**src/rtl/xtea_dr_pkg.sv**
```systemverilog
// Shared types for the dual-rail XTEA feeder: FSM states, channel widths and
// the {t, f} dual-rail encodings of the data and key channels.
package xtea_dr_pkg;

    localparam int DATA_W = 64;
    localparam int KEY_W  = 128;

    typedef enum logic [1:0] {
        WAIT_NULL     = 2'd0,
        IDLE          = 2'd1,
        WAIT_ACK      = 2'd2,
        WAIT_NULL_TOK = 2'd3
    } dr_state_e;

    typedef struct packed {
        logic [DATA_W-1:0] t;
        logic [DATA_W-1:0] f;
    } dr_data_t;

    typedef struct packed {
        logic [KEY_W-1:0] t;
        logic [KEY_W-1:0] f;
    } dr_key_t;

    function automatic dr_data_t dr_enc_data(input logic [DATA_W-1:0] v);
        dr_data_t r;
        r.t = v;
        r.f = ~v;
        return r;
    endfunction

    function automatic dr_key_t dr_enc_key(input logic [KEY_W-1:0] v);
        dr_key_t r;
        r.t = v;
        r.f = ~v;
        return r;
    endfunction

endpackage

```
**src/rtl/xtea_dr_source_if.sv**
```systemverilog
// Host streaming channel plus the dual-rail data/key channels to the core.
// master = the feeder, slave = host and core side.
interface xtea_dr_source_if;
    import xtea_dr_pkg::*;

    logic              in_valid;
    logic              in_ready;
    logic [DATA_W-1:0] in_data;
    logic [KEY_W-1:0]  in_key;
    logic [DATA_W-1:0] in_enc_t;
    logic [DATA_W-1:0] in_enc_f;
    logic [DATA_W-1:0] in_enc_ack;
    logic [KEY_W-1:0]  key_t;
    logic [KEY_W-1:0]  key_f;
    logic [KEY_W-1:0]  key_ack;

    modport master (
        input  in_valid, in_data, in_key, in_enc_ack, key_ack,
        output in_ready, in_enc_t, in_enc_f, key_t, key_f
    );

    modport slave (
        output in_valid, in_data, in_key, in_enc_ack, key_ack,
        input  in_ready, in_enc_t, in_enc_f, key_t, key_f
    );

endinterface

```
**src/rtl/dr_ack_sync.sv**
```systemverilog
// Plain flop-chain synchroniser for one asynchronous completion level.
// Reset clears every stage so a stale completion can never leak through.
module dr_ack_sync #(
    parameter int STAGES = 2
) (
    input  logic clk,
    input  logic rst_n,
    input  logic d_i,
    output logic q_o
);

    logic [STAGES-1:0] sync_q;
    logic [STAGES-1:0] sync_d;

    assign sync_d = {sync_q[STAGES-2:0], d_i};
    assign q_o    = sync_q[STAGES-1];

    always_ff @(posedge clk or negedge rst_n) begin
        if (!rst_n) begin
            sync_q <= '0;
        end else begin
            sync_q <= sync_d;
        end
    end

endmodule

```
**src/rtl/xtea_dr_source.sv**
```systemverilog
// Clocked valid/ready to four-phase dual-rail feeder for the async XTEA core.
// Sequences DATA -> NULL from synchronised all-high / all-low ack reductions.
module xtea_dr_source
    import xtea_dr_pkg::*;
#(
    parameter int SYNC_STAGES    = 2,
    parameter int TIMEOUT_CYCLES = 1024,
    parameter int CNT_W          = 16
) (
    input  logic             clk,
    input  logic             reset,
    xtea_dr_source_if.master bus,
    output logic             timeout_err,
    output logic [CNT_W-1:0] token_count
);

    localparam int TO_W = (TIMEOUT_CYCLES > 1) ? $clog2(TIMEOUT_CYCLES + 1) : 1;
    localparam logic [TO_W-1:0] TO_LIMIT = TO_W'(TIMEOUT_CYCLES);
    localparam bit TO_EN = (TIMEOUT_CYCLES > 0);

    dr_state_e        state_q;
    dr_data_t         data_q;
    dr_key_t          key_q;
    logic [CNT_W-1:0] tok_q;
    logic [TO_W-1:0]  phase_q, phase_d;
    logic             tmo_q, tmo_d;

    logic all_hi, all_lo;
    logic ack_hi_s, ack_lo_s;
    logic in_wait, state_change;

    // Acks rise and fall monotonically, so each reduction changes once per phase.
    assign all_hi = (&bus.in_enc_ack) & (&bus.key_ack);
    assign all_lo = ~((|bus.in_enc_ack) | (|bus.key_ack));

    dr_ack_sync #(.STAGES(SYNC_STAGES)) u_sync_hi (
        .clk   (clk),
        .rst_n (reset),
        .d_i   (all_hi),
        .q_o   (ack_hi_s)
    );

    dr_ack_sync #(.STAGES(SYNC_STAGES)) u_sync_lo (
        .clk   (clk),
        .rst_n (reset),
        .d_i   (all_lo),
        .q_o   (ack_lo_s)
    );

    assign bus.in_ready = (state_q == IDLE);
    assign bus.in_enc_t = data_q.t;
    assign bus.in_enc_f = data_q.f;
    assign bus.key_t    = key_q.t;
    assign bus.key_f    = key_q.f;
    assign timeout_err  = tmo_q;
    assign token_count  = tok_q;

    always_ff @(posedge clk or negedge reset) begin
        if (!reset) begin
            state_q <= WAIT_NULL;
            data_q  <= '0;
            key_q   <= '0;
            tok_q   <= '0;
        end else begin
            case (state_q)
                WAIT_NULL: begin
                    if (ack_lo_s) state_q <= IDLE;
                end
                IDLE: begin
                    if (bus.in_valid) begin
                        data_q  <= dr_enc_data(bus.in_data);
                        key_q   <= dr_enc_key(bus.in_key);
                        state_q <= WAIT_ACK;
                    end
                end
                WAIT_ACK: begin
                    if (ack_hi_s) begin
                        data_q  <= '0;
                        key_q   <= '0;
                        state_q <= WAIT_NULL_TOK;
                    end
                end
                WAIT_NULL_TOK: begin
                    if (ack_lo_s) begin
                        tok_q   <= tok_q + CNT_W'(1);
                        state_q <= IDLE;
                    end
                end
                default: state_q <= WAIT_NULL;
            endcase
        end
    end

    assign in_wait = (state_q == WAIT_ACK) || (state_q == WAIT_NULL_TOK);

    always_comb begin
        state_change = 1'b0;
        case (state_q)
            WAIT_NULL:     state_change = ack_lo_s;
            IDLE:          state_change = bus.in_valid;
            WAIT_ACK:      state_change = ack_hi_s;
            WAIT_NULL_TOK: state_change = ack_lo_s;
            default:       state_change = 1'b1;
        endcase
    end

    // Phase timer restarts on every transition and saturates at the limit;
    // the handshake keeps waiting after a timeout, only the flag is raised.
    always_comb begin
        phase_d = phase_q;
        if (state_change || !in_wait) begin
            phase_d = '0;
        end else if (phase_q != TO_LIMIT) begin
            phase_d = phase_q + TO_W'(1);
        end
        tmo_d = tmo_q | (TO_EN && in_wait && !state_change && (phase_d == TO_LIMIT));
    end

    always_ff @(posedge clk or negedge reset) begin
        if (!reset) begin
            phase_q <= '0;
            tmo_q   <= 1'b0;
        end else begin
            phase_q <= phase_d;
            tmo_q   <= tmo_d;
        end
    end

endmodule

```
**src/flat_wrapper.sv**
```systemverilog
// flat-port wrapper written by rule: the top's interface ports become plain ports
module xtea_dr_source_flat import xtea_dr_pkg::*;
#(
    parameter int SYNC_STAGES    = 2,
    parameter int TIMEOUT_CYCLES = 1024,
    parameter int CNT_W          = 16
)
  (clk, reset, timeout_err, token_count, bus_in_valid, bus_in_data, bus_in_key, bus_in_enc_ack, bus_key_ack, bus_in_ready, bus_in_enc_t, bus_in_enc_f, bus_key_t, bus_key_f);
  xtea_dr_source_if bus_i ();
  input  logic clk;
  input  logic reset;
  output logic timeout_err;
  output logic [CNT_W-1:0] token_count;
  input wire logic [$bits(bus_i.in_valid)-1:0] bus_in_valid;
  input wire logic [$bits(bus_i.in_data)-1:0] bus_in_data;
  input wire logic [$bits(bus_i.in_key)-1:0] bus_in_key;
  input wire logic [$bits(bus_i.in_enc_ack)-1:0] bus_in_enc_ack;
  input wire logic [$bits(bus_i.key_ack)-1:0] bus_key_ack;
  output wire logic [$bits(bus_i.in_ready)-1:0] bus_in_ready;
  output wire logic [$bits(bus_i.in_enc_t)-1:0] bus_in_enc_t;
  output wire logic [$bits(bus_i.in_enc_f)-1:0] bus_in_enc_f;
  output wire logic [$bits(bus_i.key_t)-1:0] bus_key_t;
  output wire logic [$bits(bus_i.key_f)-1:0] bus_key_f;
  assign bus_i.in_valid = bus_in_valid;
  assign bus_i.in_data = bus_in_data;
  assign bus_i.in_key = bus_in_key;
  assign bus_i.in_enc_ack = bus_in_enc_ack;
  assign bus_i.key_ack = bus_key_ack;
  assign bus_in_ready = bus_i.in_ready;
  assign bus_in_enc_t = bus_i.in_enc_t;
  assign bus_in_enc_f = bus_i.in_enc_f;
  assign bus_key_t = bus_i.key_t;
  assign bus_key_f = bus_i.key_f;
  xtea_dr_source #(.SYNC_STAGES(SYNC_STAGES), .TIMEOUT_CYCLES(TIMEOUT_CYCLES), .CNT_W(CNT_W)) u_core (.clk(clk), .reset(reset), .bus(bus_i), .timeout_err(timeout_err), .token_count(token_count));
endmodule
```
**config.mk**
```make
export PLATFORM = sky130hd
export DESIGN_NAME = xtea_dr_source_flat
export DESIGN_NICKNAME = d
export VERILOG_FILES = /design/src/rtl/xtea_dr_pkg.sv /design/src/rtl/xtea_dr_source_if.sv /design/src/rtl/dr_ack_sync.sv /design/src/rtl/xtea_dr_source.sv /design/src/flat_wrapper.sv
export SDC_FILE = /design/constraint.sdc
export NUM_CORES = 1
export LEC_CHECK = 0
export BUFFER_PORTS_ARGS = -buffer_cell sky130_fd_sc_hd__buf_2
export CAP_MARGIN = 10
export CORE_AREA = 3 3 308 310
export CTS_BUF_LIST = sky130_fd_sc_hd__clkbuf_8
export DETAILED_ROUTE_END_ITERATION = 7
export DIE_AREA = 0 0 311 313
export GPL_ROUTABILITY_DRIVEN = 0
export PLACE_DENSITY_LB_ADDON = 0.1
export SETUP_SLACK_MARGIN = 0.1
export SLEW_MARGIN = 20
export SYNTH_ARGS = -nofsm -noshare
export SYNTH_HDL_FRONTEND = slang
export SYNTH_SLANG_ARGS = --single-unit
```
**constraint.sdc**
```tcl
create_clock -name clk -period 6.3 [get_ports clk]
set_clock_uncertainty 0.05 [all_clocks]
set_input_delay 1.26 -clock clk [delete_from_list [all_inputs] [get_ports clk]]
set_output_delay 1.26 -clock clk [all_outputs]
set_load 0.01 [all_outputs]
```
==> implementation parameters <==
Parameter                              Value

Placement
  DP Wirelength    between 50000 and 60000 µm
  Port-buffer cells    788

Power
  Highest ir drop seen on vdd    0.110 mV
  Pleak    0.0122 µW
  Power after layout    roughly 6000 µW
  Ratio of total power to cell area    256 mW/mm²

Die
  Starting density of the core    0.173
  X dimension of the die    311 µm
  Ports    789
  Total core area    0.0919 mm²
  Placement Rows    around 110
  Die ar.    just under 0.1 mm²
  Chip height    313 µm

Detailed routing
  Routed len/inst    20.4 µm
  # DRC    0
  Total wirelength of the detailed-routed design    approximately 71000 µm
  Vias    14219
  First drt pass iteration count    6
  Avg Vias per Cell    4.10
  Initial detailed-routing violation count    662
  Remaining antenna violation count after routing    0

Global routing
  Global routing usage summed across all routing layers    0.141
  Maximum number of pins on one net before global-route repair    between 150 and 200
  Antenna violations before repair    23
  Residual overflow from global routing    0
  Wire length of the first global-routing pass    102000 µm
  Via count of the first global-routing pass    15079

Timing
  Final setup violating endpoints    0
  Final max-slew violation count    0
  Top achievable clock speed    322 MHz
  Final-layout worst hold slack    416 ps
  Part of the cycle the worst path needs    0.493
  Setup repair after global routing missed its margin    false
  Final setup TNS    0 ps
  Transition time of the tightest slew-check pin    1080 ps
  Number of hold violations in the final report    0
  Worst max-slew margin expressed relative to the limit    0.276
  Minimum clock period after layout    between 3000 and 4000 ps

Status
  Status    completed

Worst setup path
  CP Buf/Inv Count    3
  Chain of cells forming the critical path    inv_1 -> ha_1 -> inv_1 -> o22ai_1 -> a21o_4 -> buf_12 -> a22o_1
  Sort of element at the start of the critical path    register
  Highest net fanout along the worst path    133
  Endpoint class of the critical path    register
  Endpoint arrival time on the critical path    between 3000 and 4000 ps
  Class of the most critical setup path    reg2reg
  Slowest stage cell on the critical path    a21o_4
  CP most frequent cell    inv_1
  Required @ worst endpoint    6860 ps
  Family with the most delay on the worst path    compound AO/OA/AOI/OAI gates
  Largest incremental delay on the critical path    720 ps

Synth
  Average cell area after synthesis    11.8 µm²
  Fraction of the yosys area taken by sequential cells    0.659
  Synth Instances    1343
  Share of the synthesized area in the top cell type    0.659
  Synth Net Count    1736
  Count of synthesis-stage warnings from yosys    0
  Area of the mapped netlist    0.0159 mm²
  Largest cells by area after synthesis    dfrtp_1, a22o_1, o21ai_0, nand2_1, nand4_1
  Netlist cell types    39
  Cell taking the most area after synthesis    dfrtp_1
  Yosys reg bits    418

Clock tree
  Buffers inserted during post-CTS setup optimization    0
  Insertion delay to the later sink of the worst-skew pair    roughly 690 ps
  Number of buffers created by CTS    87
  H-tree depth    3
  Clock root cell    clkbuf_8
  Clock sink count    approximately 420
  TritonCTS clock tree    built
  Hold-fix buffers, CTS    0
  Max Buffers Root-to-Sink    3
  Number of resized instances in the post-cts repair step    0
  Clock transition at the registers of the reported paths    60 ps

Final layout
  Nets    about 2500
  Synth-to-Final Area Change    45.2%
  Post-layout util    0.251
  Share of layout cells above drive strength 1    0.427
  Total of fill cells in the finished design    10067

Job
  Max-capacitance violation count    0

Hold path
  Hold Path Class    reg2reg
per-stage QoR:
| stage | cell area, µm² | worst slack (ps) | cells |
|---|---|---|---|
| floorplan | 15900 | 3940 | 1343 |
| global placement | 21200 | 2800 | 3298 |
| detailed placement | 21200 | 2820 | 3298 |
| CTS | 23000 | 3110 | 3456 |
| global route | 23000 | 2940 | 3464 |
| finish | 23100 | 3190 | 3471 |
cell type report:
| cell class | count | area, µm² | area share |
|---|---|---|---|
| clock buffers | 112 | 1540 | 0.0669 |
| well taps | 1243 | 1560 | 0.0675 |
| inverters | 10 | 37.5 | 0.00163 |
| multi-input cells | 825 | 5020 | 0.218 |
| repair buffers | 802 | 4120 | 0.179 |
| diodes | 15 | 37.5 | 0.00163 |
| flip-flops and latches | 418 | 10500 | 0.454 |
| clock inverters | 46 | 277 | 0.0120 |
worst paths after layout:
| kind | to | slack [ps] | cells after the start | from |
|---|---|---|---|---|
| setup / recovery | u_core.bus.key_t[24]$_DFFE_PN0P_ | 3190 | 7 | u_core.state_q[0]$_DFFE_PN0P_ |
| hold / removal | u_core.token_count[15]$_DFFE_PN0P_ | 420 | 1 | u_core.token_count[15]$_DFFE_PN0P_ |
| setup reg to reg | u_core.bus.key_t[24]$_DFFE_PN0P_ | 3190 | 7 | u_core.state_q[0]$_DFFE_PN0P_ |
| hold reg to reg | u_core.token_count[15]$_DFFE_PN0P_ | 420 | 1 | u_core.token_count[15]$_DFFE_PN0P_ |
| max in group asynchronous | u_core.bus.in_enc_f[7]$_DFFE_PN0P_ | 4210 | 2 | reset |
| min in group asynchronous | u_core.bus.key_f[101]$_DFFE_PN0P_ | 480 | 1 | reset |
logic make-up (layout without fill, tap and decap cells):
group	after synthesis	count (layout)	share of synthesized area
fa+ha+maj	6	6	0.00473
compound gates	405	405	0.177
flops	418	418	0.659
simple gates	389	389	0.118
other cells	0	15	0
xor+xnor	23	23	0.0127
buf+inv	100	970	0.0272
mux	2	2	0.00134
flip-flops by register name (all words and copies together) (netlist names):
| name | cells |
|---|---|
| u_core.timeout_err | 1 |
| u_core.u_sync_lo.sync_q | 2 |
| u_core.bus.key_t | 128 |
| u_core.state_q | 2 |
| u_core.token_count | 16 |
| u_core.bus.in_enc_f | 64 |
| u_core.bus.key_f | 128 |
| u_core.u_sync_hi.sync_q | 2 |
| u_core.phase_q | 11 |
| u_core.bus.in_enc_t | 64 |
cells in the final DEF, fill, tap and decap left out, types with 2 or more instances in the layout:
| cell type | instances |
|---|---|
| buf_4 | 9 |
| and3_1 | 6 |
| buf_2 | 787 |
| nand3_2 | 2 |
| nor4_2 | 2 |
| o21ai_1 | 26 |
| inv_1 | 37 |
| clkbuf_8 | 112 |
| clkinvlp_4 | 4 |
| nand4_1 | 67 |
| nor3_1 | 4 |
| a22o_1 | 192 |
| xnor2_1 | 15 |
| o31ai_1 | 2 |
| dfrtp_1 | 418 |
| xor2_1 | 8 |
| buf_12 | 5 |
| a21oi_1 | 6 |
| ha_1 | 6 |
| clkinv_2 | 9 |
| o21ai_0 | 168 |
| nand3_1 | 8 |
| nor2_1 | 23 |
| or4_1 | 2 |
| diode_2 | 15 |
| nand2_1 | 203 |
| inv_8 | 2 |
| bufinv_16 | 2 |
| nor4_1 | 63 |
| a22oi_1 | 2 |
| inv_6 | 2 |
synthesized netlist by cell type, drive strengths merged:
master and number:
mux2i 1, nor2b 1, dfrtp 418, mux2 1, and4b 1, a22oi 2, a21oi 6, nor4b 1
a21o 2, nand2b 1, o221ai 1, o21ai 194, o311ai 1, a211oi 1, o21a 1, nor4 65
a2111oi 1, o22a 1, o22ai 1, and3 6, ha 6, o31ai 2, or3 1, or4 2
nor2 24, xnor2 15, and2 1, nand3 11, nor3 4, a22o 192, buf 45, inv 10
clkbuf 45, nand2 204, nand4 67, xor2 8
power breakdown:
group          switching, µW  leakage, µW  total (µW)  internal [µW]
combinational            140      0.00530         236           95.4
clock                   1290      0.00103        2970           1680
sequential                 0      0.00584        2690           2690
total                   1430       0.0122        5890           4460
routing by layer:
metal | up-vias | share of wire | GRT usage
li1 | 6583 | - | -
met1 | 6883 | 0.35 | 0.139
met2 | 598 | 0.53 | 0.259
met3 | 153 | 0.073 | 0.0488
met4 | 2 | 0.051 | 0.0749
met5 | - | 0.00018 | 0
(Power assumes the default switching activity.)
